[src/rtl/init_cmd_issuer.sv]
// init_cmd_issuer
// Once the upstream ready flag is seen high, issues a fixed burst of NUM_CMDS
// configuration commands (address k, data DATA_SEED + k) over a valid/ready
// handshake, then raises a sticky done. A drop of ready_in mid-burst parks the
// block in PAUSE after the pending command is accepted.
//
// Ports:
//   clk        in   sole clock, posedge
//   rst        in   asynchronous active-high reset
//   ready_in   in   upstream readiness flag
//   cmd_valid  out  command valid (registered)
//   cmd_ready  in   downstream accept
//   cmd_addr   out  command index k (registered)
//   cmd_data   out  DATA_SEED + k mod 2**DATA_W (registered)
//   busy       out  high while in ISSUE or PAUSE (registered)
//   done       out  sticky completion flag, cleared only by rst (registered)
//
// Optional build macro: INIT_CMD_ISSUER_SVA_EN embeds the formal property set.
module init_cmd_issuer #(
    parameter int unsigned       NUM_CMDS  = 8,
    parameter int unsigned       ADDR_W    = 4,
    parameter int unsigned       DATA_W    = 8,
    parameter logic [DATA_W-1:0] DATA_SEED = 8'hA0
) (
    input  logic              clk,
    input  logic              rst,
    input  logic              ready_in,
    output logic              cmd_valid,
    input  logic              cmd_ready,
    output logic [ADDR_W-1:0] cmd_addr,
    output logic [DATA_W-1:0] cmd_data,
    output logic              busy,
    output logic              done
);

    localparam logic [ADDR_W-1:0] LAST_K = ADDR_W'(NUM_CMDS - 1);

    typedef enum logic [1:0] {
        S_IDLE,
        S_ISSUE,
        S_PAUSE,
        S_DONE
    } state_e;

    state_e              state_q, state_d;
    logic                valid_q, valid_d;
    logic [ADDR_W-1:0]   addr_q,  addr_d;
    logic [DATA_W-1:0]   data_q,  data_d;
    logic                busy_q,  busy_d;
    logic                done_q,  done_d;
    logic                hs;

    // State and output registers; addr_q doubles as the command counter.
    always_ff @(posedge clk or posedge rst) begin
        if (rst) begin
            state_q <= S_IDLE;
            valid_q <= 1'b0;
            addr_q  <= '0;
            data_q  <= DATA_SEED;
            busy_q  <= 1'b0;
            done_q  <= 1'b0;
        end else begin
            state_q <= state_d;
            valid_q <= valid_d;
            addr_q  <= addr_d;
            data_q  <= data_d;
            busy_q  <= busy_d;
            done_q  <= done_d;
        end
    end

    // Next-state and next-output logic.
    always_comb begin
        state_d = state_q;
        valid_d = valid_q;
        addr_d  = addr_q;
        data_d  = data_q;
        busy_d  = busy_q;
        done_d  = done_q;
        hs      = valid_q & cmd_ready;

        unique case (state_q)
            S_IDLE: begin
                if (ready_in) begin
                    state_d = S_ISSUE;
                    valid_d = 1'b1;
                    busy_d  = 1'b1;
                end
            end
            S_ISSUE: begin
                // valid stays up regardless of ready_in until the handshake
                if (hs) begin
                    if (addr_q == LAST_K) begin
                        state_d = S_DONE;
                        valid_d = 1'b0;
                        busy_d  = 1'b0;
                        done_d  = 1'b1;
                    end else begin
                        // data tracks DATA_SEED + k by stepping with the counter
                        addr_d  = addr_q + ADDR_W'(1);
                        data_d  = data_q + DATA_W'(1);
                        if (ready_in) begin
                            valid_d = 1'b1;
                        end else begin
                            state_d = S_PAUSE;
                            valid_d = 1'b0;
                        end
                    end
                end
            end
            S_PAUSE: begin
                if (ready_in) begin
                    state_d = S_ISSUE;
                    valid_d = 1'b1;
                end
            end
            S_DONE: begin
                // terminal until rst
            end
            default: begin
                state_d = S_IDLE;
                valid_d = 1'b0;
                busy_d  = 1'b0;
            end
        endcase
    end

    assign cmd_valid = valid_q;
    assign cmd_addr  = addr_q;
    assign cmd_data  = data_q;
    assign busy      = busy_q;
    assign done      = done_q;

`ifdef INIT_CMD_ISSUER_SVA_EN
    // Formal-only: start every trace from reset.
    initial assume (rst);

    a_valid_hold: assert property (@(posedge clk) disable iff (rst)
        cmd_valid && !cmd_ready |=> cmd_valid);

    a_payload_hold: assert property (@(posedge clk) disable iff (rst)
        cmd_valid && !cmd_ready |=> $stable(cmd_addr) && $stable(cmd_data));

    a_done_quiet: assert property (@(posedge clk) disable iff (rst)
        done |-> !cmd_valid && !busy);

    a_done_sticky: assert property (@(posedge clk) disable iff (rst)
        done |=> done);

    a_addr_range: assert property (@(posedge clk) disable iff (rst)
        32'(cmd_addr) < 32'(NUM_CMDS));

    c_done: cover property (@(posedge clk) disable iff (rst) done);
`endif

endmodule

[config.mk]
export PLATFORM = sky130hd
export DESIGN_NAME = init_cmd_issuer
export DESIGN_NICKNAME = d
export VERILOG_FILES = /design/src/rtl/init_cmd_issuer.sv
export SDC_FILE = /design/constraint.sdc
export NUM_CORES = 1
export LEC_CHECK = 0
export ABC_CLOCK_PERIOD_IN_PS = 4100
export CORE_MARGIN = 1.5
export CORE_UTILIZATION = 30
export DETAILED_ROUTE_END_ITERATION = 7
export PLACE_DENSITY_LB_ADDON = 0.2
export SETUP_SLACK_MARGIN = 0.5
export SLEW_MARGIN = 20
export SYNTH_ARGS = -nofsm -noshare
export SYNTH_HDL_FRONTEND = slang
export SYNTH_SLANG_ARGS = --single-unit
[constraint.sdc]
create_clock -name clk -period 4.1 [get_ports clk]
set_input_delay 0.82 -clock clk [delete_from_list [all_inputs] [get_ports clk]]
set_output_delay 0.82 -clock clk [all_outputs]
set_load 0.005 [all_outputs]
==> impl_summary.txt <==
----------------------------------------------------
[Setup path]
  Data required time of the worst path ... around 3.3 ns
  Type of the worst setup path ... reg2out
  Setup crit start kind ... flip-flop
  Slowest-stage cell, CP ... dfstp_2
  Worst-path cell chain ... clkdlybuf4s50_1
  Register-to-Register Path Depth ... 4
  Setup slack of the worst register-to-register path ... roughly 2.6 ns
  Crit-path max FO ... 4
  Dominant delay contributor by cell family on the critical path ... flip-flops
  Type of element capturing the critical path ... output pin
  Stages on worst setup path ... 1
  Reg-to-reg critical path endpoint ... cmd_data[7]$_DFFE_PP1P_
  Crit path DAT ... approximately 1.4 ns
  Crit path buffers/inverters ... 1
  Largest stage delay on the critical path ... between 0.5 and 0.6 ns
  Reg-to-reg critical path startpoint ... cmd_addr[0]$_DFFE_PP0P_

[Power]
  P_leak ... 0.454 nW
  Maximum VDD drop ... roughly 0.33 mV
  P per Cell Area ... between 600 and 700 mW/mm^2

[Timing]
  Period utilisation layout ... approximately 53%
  Setup TNS ... 0 ns
  Final count of hold timing violations ... 0
  Final slew viol count ... 0
  Timing-limited maximum frequency ... about 460 MHz
  Max transition margin ... 56.5%
  Transition time at the pin with the least slew margin ... 0.652 ns
  Unrepaired setup endpoints after global routing ... false
  Worst setup skew after layout ... 0.00432 ns
  Number of failing setup endpoints in the final timing report ... 0
  Final critical-path required period ... 2.18 ns

[Detailed routing]
  DR vias/cell ... approximately 5.1
  Residual DRC ... 0
  Detail Route Antenna Nets ... 0
  Number of DRC violations after detailed-routing iteration 0 ... 2
  First-pass iteration count of the detailed router ... 2
  Routed wire length per instance ... roughly 12 um
  Total routed wirelength ... roughly 1400 um
  Routed via count ... between 500 and 600

[Yosys]
  Synthesized instance count ... 63
  Proportion of netlist area held by the largest area contributor ... about 47%
  Syn Nets ... just under 70
  Top cells by area, synth ... dfrtp_1, dfstp_2, xor2_1
  Dominant cell by count in the synthesized netlist ... dfrtp_1
  Most used standard cells in the synthesized netlist ... dfrtp_1, xor2_1, nand3_1
  Total number of yosys warnings ... 0
  Number of synthesized register bits ... 17
  Proportion of synthesized chip area in sequential cells ... between 50% and 60%
  EDFF count, synth ... 0
  Combined area of all synthesized cells ... ~800 um^2
  Ys flop type ... dfrtp_1
  Largest area contributor in the netlist ... dfrtp_1
  Share of async-settable or async-resettable flops after synthesis ... 100%
  Post-synthesis average cell area ... about 13 um^2
  Count of cell types in the netlist ... 26

[Cells and area]
  Post-Layout Inst Area ... 0.00103 mm^2
  Fraction of final layout cells with drive strength greater than 1 ... roughly 18%
  Non-filler instance count after layout ... between 100 and 150
  Number of diodes added for antenna fixing ... 0
  # nets final ... between 90 and 100
  Layout area overhead ... 29.3%
  Share of the core filled with cells in the final layout ... 41.3%

[Global route]
  Total routing resource utilization after global routing ... 12.1%
  Global-route wire length before repair ... around 2500 um
  Antenna violations before repair ... 0
  Global route total overflow ... 0
  Pin count of the biggest net entering global routing ... 18
  Via count of the first global-routing pass ... approximately 580

[Clock network]
  Worst-case clock buffer depth ... 2
  Clock transition at path regs ... approximately 0.10 ns
  Number of cells upsized or downsized after cts ... 0
  Count of hold-fix buffers inserted at cts ... 0
  Clock latency of the later-clocked register in the worst-skew pair ... approximately 0.3 ns
  Postcts setup bufs ... 0
  Root buffer cell ... clkbuf_4
  CTS tree ... yes
  Clock sink count ... 17
  Number of buffers created by CTS ... 3
  Number of H-tree levels ... 1

[Die]
  Area enclosed by the die boundary ... ~0.003 mm^2
  Count of standard-cell rows ... 18
  Initial Utilization ... 31.9%
  Vertical extent of the die ... roughly 55 um
  I/O pins ... 19
  Core ar. ... 0.00250 mm^2
  Die span in x ... around 55 um

[Placement]
  Port buffer count ... 18
  Routability Congestion ... around 0.73
  Area after detailed placement ... around 0.001 mm^2
  Cell total after placement ... between 100 and 150
  Half-perimeter wire length after placement ... 1050 um

[Hold path]
  Hold/Removal Path Class ... reg2reg
  Hold endpoint ... done$_DFFE_PP0P_
  Number of cells on the worst hold path ... 1
  Launch point of the worst hold path ... done$_DFFE_PP0P_

[Run]
  Max-Cap Viols ... 0

[Outcome]
  Outcome ... complete, no violations

----------------------------------------------------
## metrics by stage
stage / hold slack [ns] / power, mW / worst slack (ns)
final: 0.476 / 0.679 / 1.92
after global routing: 0.499 / 0.738 / 1.85
after CTS: 0.482 / 0.689 / 1.90
after floorplan: 0.456 / 0.449 / 2.48
after global placement: 0.464 / 0.592 / 1.90
after detailed placement: 0.457 / 0.594 / 1.88
## flip-flops by register name, indices dropped and copies added, names as in the netlist
register / count
cmd_valid: 1
cmd_addr: 4
busy: 1
done: 1
cmd_data: 8
state_q: 2
## cell usage in the layout, fill, tap and decap left out
master,synthesis,layout
clkdlybuf4s50_1,0,18
nand2_2,1,1
mux2_1,1,1
nand4b_4,1,1
nand2_1,2,2
xnor2_1,3,3
nand3_1,5,5
nor4_4,1,1
and3b_1,1,1
inv_1,2,2
xor2_1,6,6
a21oi_1,4,4
nand3b_1,1,1
nor4_2,2,2
nand2b_1,1,1
clkinv_2,0,1
mux2_2,1,1
clkbuf_4,0,3
dfstp_2,2,2
a21o_1,2,2
a21o_2,1,1
dfrtp_1,15,15
ha_1,2,2
o21ai_0,2,2
and3_2,1,1
nand4_1,1,1
and4b_2,1,1
nor3_1,3,3
## routing by layer
| metal | up-vias | GRT usage [%] | part of all wire (%) |
|---|---|---|---|
| li1 | 268 | - | - |
| met4 | 0 | 3.75 | 0.78 |
| met5 | - | 0 | 0 |
| met3 | 2 | 5.74 | 6.5 |
| met2 | 19 | 19.2 | 47 |
| met1 | 295 | 14.4 | 46 |
## worst max-delay path by stage
| stage | startpoint | to |
|---|---|---|
| 2_1_floorplan | cmd_ready | cmd_data[1]$_DFFE_PP0P_ |
| 3_3_place_gp | cmd_ready | cmd_addr[1]$_DFFE_PP0P_ |
| 3_5_place_dp | cmd_ready | cmd_addr[1]$_DFFE_PP0P_ |
| 4_1_cts | cmd_data[5]$_DFFE_PP1P_ | cmd_data[5] |
| 5_1_grt | cmd_data[5]$_DFFE_PP1P_ | cmd_data[5] |
| 6_report | cmd_data[5]$_DFFE_PP1P_ | cmd_data[5] |
## area by class of cell
class / count / area [um^2]
fillers: 261 / 1470
flip-flops and latches: 17 / 428
multi-input cells: 43 / 352
repair buffers: 18 / 180
well taps: 30 / 37.5
clock buffers: 3 / 22.5
inverters: 2 / 7.51
clock inverters: 1 / 5.00
## power breakdown
part	switching, mW	internal, mW
Combinational	0.104	0.171
Sequential	0.0777	0.233
Clock	0.0565	0.0364
## cell families (layout without fill, tap and decap cells)
logic type,after synthesis,after routing,synth area share [%]
simple gates,21,21,21.5
flops,17,17,53.6
compound gates,9,9,6.74
xor+xnor,9,9,9.88
buf+inv,3,24,2.35
fa+ha+maj,2,2,3.13
mux,2,2,2.82
Note: power is estimated with default switching activity, not from simulation.
